$ cat src/rtl/branch_redirect_arbiter.sv
// Branch redirect arbiter: picks the oldest live mispredicting branch across
// CHANNELS ALU result ports and issues one registered redirect. A pending
// redirect is held until commit_flush and suppresses younger mispredicts.
module branch_redirect_arbiter #(
  parameter int unsigned CHANNELS    = 4,
  parameter int unsigned ROB_WIDTH   = 6,
  parameter int unsigned FSQ_WIDTH   = 5,
  parameter int unsigned VADDR_WIDTH = 32,
  parameter int unsigned CNT_WIDTH   = 16
) (
  input  logic                                 clk,
  input  logic                                 rst,
  input  logic [CHANNELS-1:0]                  br_en,
  input  logic [CHANNELS-1:0]                  br_mispred,
  input  logic [CHANNELS*(ROB_WIDTH+1)-1:0]    br_rob_idx,
  input  logic [CHANNELS*FSQ_WIDTH-1:0]        br_fsq_idx,
  input  logic [CHANNELS*VADDR_WIDTH-1:0]      br_target,
  input  logic                                 ext_redirect,
  input  logic [ROB_WIDTH:0]                   ext_redirect_idx,
  input  logic                                 commit_flush,
  output logic                                 redirect_valid,
  output logic [ROB_WIDTH:0]                   redirect_rob_idx,
  output logic [FSQ_WIDTH-1:0]                 redirect_fsq_idx,
  output logic [VADDR_WIDTH-1:0]               redirect_target,
  output logic                                 pending,
  output logic [CNT_WIDTH-1:0]                 mispred_cnt
);

  localparam int unsigned AW     = ROB_WIDTH + 1;
  localparam int unsigned CW     = (CHANNELS > 1) ? $clog2(CHANNELS) : 1;
  localparam int unsigned LEAVES = (CHANNELS > 1) ? (32'd1 << $clog2(CHANNELS)) : 32'd1;
  localparam int unsigned NODES  = 2 * LEAVES - 1;

  typedef enum logic {IDLE, PENDING} state_e;

  state_e                 state_q, state_d;
  logic [AW-1:0]          pend_idx_q, pend_idx_d;
  logic                   rv_q, rv_d;
  logic [AW-1:0]          rob_q, rob_d;
  logic [FSQ_WIDTH-1:0]   fsq_q, fsq_d;
  logic [VADDR_WIDTH-1:0] tgt_q, tgt_d;
  logic [CNT_WIDTH-1:0]   cnt_q, cnt_d;

  // Heap-ordered comparison tree: node 0 is the root, leaves start at LEAVES-1.
  logic                   node_vld [NODES];
  logic [AW-1:0]          node_age [NODES];
  logic [CW-1:0]          node_ch  [NODES];

  logic                   win;
  logic [AW-1:0]          win_age;
  logic [CW-1:0]          win_ch;
  logic [FSQ_WIDTH-1:0]   win_fsq;
  logic [VADDR_WIDTH-1:0] win_tgt;

  // a is strictly older than b; the MSB flips on each ROB wrap
  function automatic logic older(input logic [AW-1:0] a, input logic [AW-1:0] b);
    if (a[AW-1] == b[AW-1]) return a[AW-2:0] < b[AW-2:0];
    else                    return a[AW-2:0] > b[AW-2:0];
  endfunction

  // Build leaves from live candidates and reduce to the oldest; ties keep the left (lower channel) side
  always_comb begin
    for (int unsigned n = 0; n < NODES; n++) begin
      node_vld[n] = 1'b0;
      node_age[n] = '0;
      node_ch[n]  = '0;
    end
    for (int unsigned c = 0; c < CHANNELS; c++) begin
      node_age[LEAVES-1+c] = br_rob_idx[c*AW +: AW];
      node_ch[LEAVES-1+c]  = CW'(c);
      node_vld[LEAVES-1+c] = br_en[c] & br_mispred[c]
                           & (~ext_redirect | older(br_rob_idx[c*AW +: AW], ext_redirect_idx))
                           & ((state_q == IDLE) | older(br_rob_idx[c*AW +: AW], pend_idx_q));
    end
    for (int unsigned k = 0; k + 1 < LEAVES; k++) begin
      int unsigned i;
      int unsigned l;
      int unsigned r;
      logic take_r;
      i = LEAVES - 2 - k;
      l = 2 * i + 1;
      r = 2 * i + 2;
      take_r = node_vld[r] & (~node_vld[l] | older(node_age[r], node_age[l]));
      node_vld[i] = node_vld[l] | node_vld[r];
      node_age[i] = take_r ? node_age[r] : node_age[l];
      node_ch[i]  = take_r ? node_ch[r]  : node_ch[l];
    end
    win     = node_vld[0];
    win_age = node_age[0];
    win_ch  = node_ch[0];
  end

  // Fetch FSQ entry and target of the winning channel
  always_comb begin
    win_fsq = '0;
    win_tgt = '0;
    for (int unsigned c = 0; c < CHANNELS; c++) begin
      if (win_ch == CW'(c)) begin
        win_fsq = br_fsq_idx[c*FSQ_WIDTH +: FSQ_WIDTH];
        win_tgt = br_target[c*VADDR_WIDTH +: VADDR_WIDTH];
      end
    end
  end

  // Next state: redirect outputs, saturating counter and pending FSM
  always_comb begin
    state_d    = state_q;
    pend_idx_d = pend_idx_q;
    rv_d       = 1'b0;
    rob_d      = rob_q;
    fsq_d      = fsq_q;
    tgt_d      = tgt_q;
    cnt_d      = cnt_q;
    if (win) begin
      rv_d  = 1'b1;
      rob_d = win_age;
      fsq_d = win_fsq;
      tgt_d = win_tgt;
      if (cnt_q != '1) cnt_d = cnt_q + 1'b1;
    end
    case (state_q)
      IDLE: begin
        if (win) begin
          state_d    = PENDING;
          pend_idx_d = win_age;
        end
      end
      PENDING: begin
        // a winner here is already older than pend_idx_q, so it always reloads
        if (win) begin
          pend_idx_d = win_age;
        end else if (commit_flush) begin
          state_d = IDLE;
        end else if (ext_redirect && older(ext_redirect_idx, pend_idx_q)) begin
          state_d = IDLE;
        end
      end
      default: state_d = IDLE;
    endcase
  end

  // State and output registers
  always_ff @(posedge clk) begin
    if (rst) begin
      state_q    <= IDLE;
      pend_idx_q <= '0;
      rv_q       <= 1'b0;
      rob_q      <= '0;
      fsq_q      <= '0;
      tgt_q      <= '0;
      cnt_q      <= '0;
    end else begin
      state_q    <= state_d;
      pend_idx_q <= pend_idx_d;
      rv_q       <= rv_d;
      rob_q      <= rob_d;
      fsq_q      <= fsq_d;
      tgt_q      <= tgt_d;
      cnt_q      <= cnt_d;
    end
  end

  assign redirect_valid   = rv_q;
  assign redirect_rob_idx = rob_q;
  assign redirect_fsq_idx = fsq_q;
  assign redirect_target  = tgt_q;
  assign pending          = (state_q == PENDING);
  assign mispred_cnt      = cnt_q;

endmodule

$ cat config.mk
export PLATFORM = sky130hd
export DESIGN_NAME = branch_redirect_arbiter
export DESIGN_NICKNAME = d
export VERILOG_FILES = /design/src/rtl/branch_redirect_arbiter.sv
export SDC_FILE = /design/constraint.sdc
export NUM_CORES = 1
export LEC_CHECK = 0
export ABC_AREA = 1
export CAP_MARGIN = 20
export CORE_MARGIN = 2
export CORE_UTILIZATION = 40
export DETAILED_ROUTE_END_ITERATION = 16
export PLACE_DENSITY = 0.79
export SETUP_SLACK_MARGIN = 0.2
export SYNTH_ARGS = -nofsm -noshare
export SYNTH_HDL_FRONTEND = slang
export SYNTH_SLANG_ARGS = --single-unit
$ cat constraint.sdc
create_clock -name clk -period 4.68 [get_ports clk]
set_clock_uncertainty 0.1 [all_clocks]
set_input_delay 1.404 -clock clk [delete_from_list [all_inputs] [get_ports clk]]
set_output_delay 1.404 -clock clk [all_outputs]
set_load 0.05 [all_outputs]
Word-level counts from Yosys, hierarchy flattened
Index checks and enable logic that the tools add are counted.
W data, S select, Z words.
- order comparisons: 24
- add/subtract/negate cells: 1
- multiplexer cells: 35
- reductions and logical operators: 3
- equality and inequality tests: 16
- bitwise operators: 34
- operators by type and width (kind ; number):
    $mux W32 ; 4
    $gt A6 B6 Y1 ; 12
    $lt A6 B6 Y1 ; 12
    $mux W7 ; 4
    $mux W1 ; 21
    $mux W5 ; 4
    $add A16 B1 Y16 const B ; 1
    $ne A16 B16 Y1 const B ; 1
    $and A1 B1 Y1 ; 15
    $or A1 B1 Y1 ; 14
    $eq A1 B1 Y1 ; 12
    $not A1 Y1 ; 5
    $eq A2 B2 Y1 const B ; 2
    $eq A2 B1 Y1 const B ; 1
    $logic_not A2 Y1 ; 1
    $mux W2 ; 1
    $pmux W1 S2 ; 1
    $reduce_and A2 Y1 ; 1
    $logic_and A1 B1 Y1 ; 1
- register bits: 69
- word-level logic and storage cells: 120
- bits of input ports: 195
- output and inout port bits: 62

Depth between registers and ports, before layout
- depth in word-level cells: 19
- depth in mapped cells: 30
- gate-level depth less buffers: 28

Least setup slack after synthesis
Ideal clock, no wire load.
- kind: in2reg
- start point: in ext_redirect_idx[3]
- end point: reg fsq_q[2] (netlist: redirect_fsq_idx[2])
- data arrival time: 4600 ps
- library setup time: 113 ps
- buffers on the path: 3
- stages: 29
- setup slack: -133 ps
- required time: 4467 ps
- path through: inv_1 > ha_1 > nand2_1 > inv_1 > o21bai_1 > nand2_1 > nor2_1 > nor2_1 > nor2_1 > nor2_4 > nand2_2 > clkinv_1 > clkbuf_1 > nand2_1 > o21ai_0 > ha_1 > a21oi_1 > o21ai_0 > a21oi_1 > a31oi_1 > nand3_2 > nand3_4 > nand2_4 > buf_12 > buf_12 > nand3_1 > nand3_1 > nand2_1 > nand2_1
- longest elaborated chain between the ends: 19
- elaborated cells between the ends (all ways): 53
- those cells by class: 10 x order compare; 4 x eq/ne; 14 x mux; 24 x bitwise; 1 x reduce/logical
- ends and longest elaborated chain (element ; line ; text):
    start, declared ; 19 ; input logic [ROB_WIDTH:0] ext_redirect_idx,
    $gt A6 B6 Y1 or $lt A6 B6 Y1 (tied branches) ; 58, 57 ;
    $mux W1 ; 57 ; if (a[AW-1] == b[AW-1]) return a[AW-2:0] < b[AW-2:0];
    $or A1 B1 Y1 ; 72 ; & (~ext_redirect | older(br_rob_idx[c*AW +: AW], ext_redirect_idx))
    $and A1 B1 Y1 ; 72 ;
    $and A1 B1 Y1 ; 73 ; & ((state_q == IDLE) | older(br_rob_idx[c*AW +: AW], pend_idx_q));
    $not A1 Y1 ; 83 ; take_r = node_vld[r] & (~node_vld[l] | older(node_age[r], node_age[l]));
    $or A1 B1 Y1 ; 83 ;
    $and A1 B1 Y1 ; 83 ;
    $mux W7 ; 85 ; node_age[i] = take_r ? node_age[r] : node_age[l];
    $gt A6 B6 Y1 (tied with other cells) ; 58 ; else return a[AW-2:0] > b[AW-2:0];
    $mux W1 ; 57 ;
    $or A1 B1 Y1 ; 83 ;
    $and A1 B1 Y1 ; 83 ;
    $mux W2 ; 86 ; node_ch[i] = take_r ? node_ch[r] : node_ch[l];
    $logic_not A2 Y1 ; 98 ; if (win_ch == CW'(c)) begin
    $mux W5 (4 in series) ; 98 ;
    end signal, assigned ; 157 ; fsq_q <= fsq_d;
    end, declared ; 40 ; logic [FSQ_WIDTH-1:0] fsq_q, fsq_d;
Several ways; a longest one is shown, not always the timed one.
A chain may end at the register's enable or synchronous reset.

Worst setup path after layout
- start point: in br_rob_idx[9]
- end point: reg tgt_q[19] (netlist: redirect_target[19])
- longest elaborated chain between the ends: 17
- elaborated cells between the ends (all ways): 35
- those cells by class: 8 x order compare; 4 x eq/ne; 11 x mux; 11 x bitwise; 1 x reduce/logical
- ends and longest elaborated chain (element ; line ; text):
    start, declared ; 15 ; input logic [CHANNELS*(ROB_WIDTH+1)-1:0] br_rob_idx,
    $gt A6 B6 Y1 or $lt A6 B6 Y1 (tied branches) ; 58, 57 ;
    $mux W1 ; 57 ;
    $or A1 B1 Y1 ; 72 ;
    $and A1 B1 Y1 ; 72 ;
    $and A1 B1 Y1 ; 73 ;
    $and A1 B1 Y1 ; 83 ;
    $mux W7 ; 85 ;
    $gt A6 B6 Y1 (tied with other cells) ; 58 ;
    $mux W1 ; 57 ;
    $or A1 B1 Y1 ; 83 ;
    $and A1 B1 Y1 ; 83 ;
    $mux W2 ; 86 ;
    $logic_not A2 Y1 ; 98 ;
    $mux W32 (4 in series) ; 98 ;
    end signal, assigned ; 158 ; tgt_q <= tgt_d;
    end, declared ; 41 ; logic [VADDR_WIDTH-1:0] tgt_q, tgt_d;
Several ways; a longest one is shown, not always the timed one.

==> results.ini <==
[sta]
slew-limit-headroom_pct=54.4
hold_violations=0
slew_viol_final=0
finalSetupViolCount=7
rsz0062_at_grt=yes
tns_ns=-0.119
fin_ws_ns=-0.0372
max_clock_freq_mhz=212
fin_crit_ns=4.72
post-route-period-util_pct=101
tightest_slew_ns=0.682

[synth]
synth_mux_area_share_pct=0
synth_fa_ha_area_share_pct=14.8
yosys.area_share.xor_xnor_pct=1.28
synth_top_family_by_area=simple AND/OR/NAND/NOR gates
yosysWarnings=0
yosys.area.top_type_share_pct=20.1
ys_seq_area_share_pct=20.1
synth.area.top_cells=dfxtp_1, nand2_1, ha_1
synth-compound-area-share_pct=13.7
syn_area_per_cell_um2=6.37
synth_common_cells=nand2_1, nand3_1, inv_1
syn_area_um2=6170
yosysTopAreaCell=dfxtp_1
synthArstFlopShare_pct=0
syn-instance-count=968
synth_nets=1236
synth_edf_count=0
synth_ff_type=dfxtp_1
ys_types=38
synth-seq-cells=62
synth-simple-area-share_pct=37.3
yosysMostFrequentCell=nand2_1

[global_routing]
grt_max_degree=39
grt_pass1_wl_um=39600
grt_pass1_vias=7742
track_usage_pct=30.7
grt-ovfl-total=0
antenna_found_initial=0

[detailed_routing]
drt-pass1-iter-count=5
drtIter0Drc=528
drc=0
via_count=8302
ant_nets=0
drt_wl_total_um=27800
post_drt_via_cell_ratio=5.49
routedWlPerCell_um=18.4

[critical_path]
critPathMaxFanout=8
crit_arrival_ns=4.85
startpoint_type=input port
ff2ff_setup_slack_ns=0.32
cp_data_required_time_ns=4.81
cp-end-kind=flip-flop
worstSetupPathType=input port to flip-flop

[outcome]
violations=setup timing
status=complete, but fails checks

[finish]
area.growth.synth_to_final_pct=77.8
postLayoutCoreUtil_pct=72.4
final_area_um2=11000
antenna_cells=0
fin_nets=1587
drive_above_1_share_pct=30.0

[clock_network]
h-tree-depth=3
clockBufferDepth=2
cts_made_buffers=9
root_buffer=clkbuf_16
cts.sinks=62
insertion_delay_ns=0.34
cts_hold_buffers=0
clk_pin_slew_worst_paths_ns=0.06
cts_tree=yes

[pwr]
ir_drop_mv=0.210
power.density_nw_per_um2=288
p_leak_nw=5.02

[floorplanning]
die-area_um2=16400
rows=45
die_h_um=128
dieWidth_um=128
start_util_pct=40.7
coreArea_um2=15100
design.portCount=257

[place]
place_area_um2=9460
place.port_buffers=256
hpwlAfterDp_um=18500
gpl.final_weighted_congestion=0.944

[hold_path]
hp-class=flip-flop to flip-flop

[job]
drv_cap=0

-- worst max-delay path, stage by stage --
cell and delay [ns]:
buf_2 0.14, ha_1 0.36, nand2_4 0.12, nor2_1 0.07
a21oi_1 0.13, nand2_1 0.07, nand3_1 0.08, nand2_2 0.09
nor2_4 0.20, nand2_4 0.10, nand2_2 0.06, o21ai_1 0.07
buf_4 0.16, ha_4 0.28, nand2_2 0.08, nor2_4 0.13
a21oi_2 0.08, a31oi_1 0.22, nand3_2 0.12, nand3_4 0.10
nand2_4 0.08, buf_12 0.16, buf_12 0.13, buf_16 0.13
nand3_2 0.05, nand3_1 0.08, nand2_1 0.09, nand2_1 0.05
-- power by group --
part	internal, mW	switching (mW)	leakage [nW]
registers	0.604	0.0655	0.508
logic	0.795	1.07	4.39
clock network	0.359	0.265	0.128
-- worst paths after layout --
check	startpoint	to	depth (start not counted)
worst max register to register	redirect_rob_idx[1]	redirect_target[19]	29
worst max-delay path	br_rob_idx[9]	redirect_target[19]	28
worst min register to register	redirect_target[19]	redirect_target[19]	2
worst min-delay path	redirect_target[19]	redirect_target[19]	2
-- layer usage --
layer | part of all wire [%] | wire (um) | track usage [%] | vias up
li1 | - | - | - | 3899
met1 | 38 | 10500 | 35.8 | 3812
met2 | 47 | 13100 | 52.6 | 462
met3 | 8.9 | 2470 | 7.18 | 129
met4 | 6.2 | 1730 | 15.3 | 0
met5 | 0 | 0 | 0 | -
-- per-stage QoR --
stage | instances | setup WS [ns] | total power, mW | hold WS, ns
after CTS | 1496 | 0.171 | 2.96 | 0.352
after floorplan | 968 | 0.200 | 1.58 | 0.576
final | 1512 | -0.0372 | 3.16 | 0.349
after global placement | 1457 | -0.614 | 2.16 | 0.336
after global routing | 1512 | -0.146 | 3.33 | 0.372
after detailed placement | 1457 | -0.739 | 2.19 | 0.338
-- layout make-up --
type,count,area (um^2)
clock buffer,9,225
clock inverter,7,50.0
fill,1141,4180
inverter,141,544
multi-input combinational,728,5060
sequential,62,1240
tap,188,235
timing repair buffer,376,3610
timing repair inverter,1,8.76
-- cells in the final DEF (no fill, tap or decap), types with 10 or more instances in the layout --
master           instances
clkdlybuf4s50_1        221
nor2_4                  11
nand3_2                 50
inv_2                   52
nand2_2                 31
buf_2                   16
nor2_1                  21
ha_4                    34
buf_4                  100
o21ai_1                 40
a21oi_1                 22
inv_1                   83
nand2_1                233
buf_12                  10
dfxtp_1                 62
o21ai_2                 15
clkbuf_16               11
ha_1                    38
nand3_1                 90
o21ai_0                 51
nand4_1                 13
buf_6                   12
-- flip-flops by register name (all words and copies together), names as in the netlist --
name and count:
mispred_cnt 16, pending 1, redirect_fsq_idx 5, redirect_rob_idx 7
redirect_target 32, redirect_valid 1
-- kinds of logic (layout without fill, tap and decap cells) --
| logic type | count (synthesis) | in the layout |
|---|---|---|
| AND/OR/NAND/NOR | 483 | 485 |
| buffers and inverters | 180 | 534 |
| AO/OA/AOI/OAI | 161 | 161 |
| adder cells (fa/ha/maj) | 73 | 73 |
| flip-flops | 62 | 62 |
| XOR/XNOR | 9 | 9 |
-- what timing repair did --
action / in CTS / in global routing
gates resized for setup: 221 / 120
pin swaps: 65 / 61
buffers inserted: 18 / 14
setup endpoints to repair: 44 / 52
cloned: 5 / 2
Note: power is estimated with default switching activity, not from simulation.
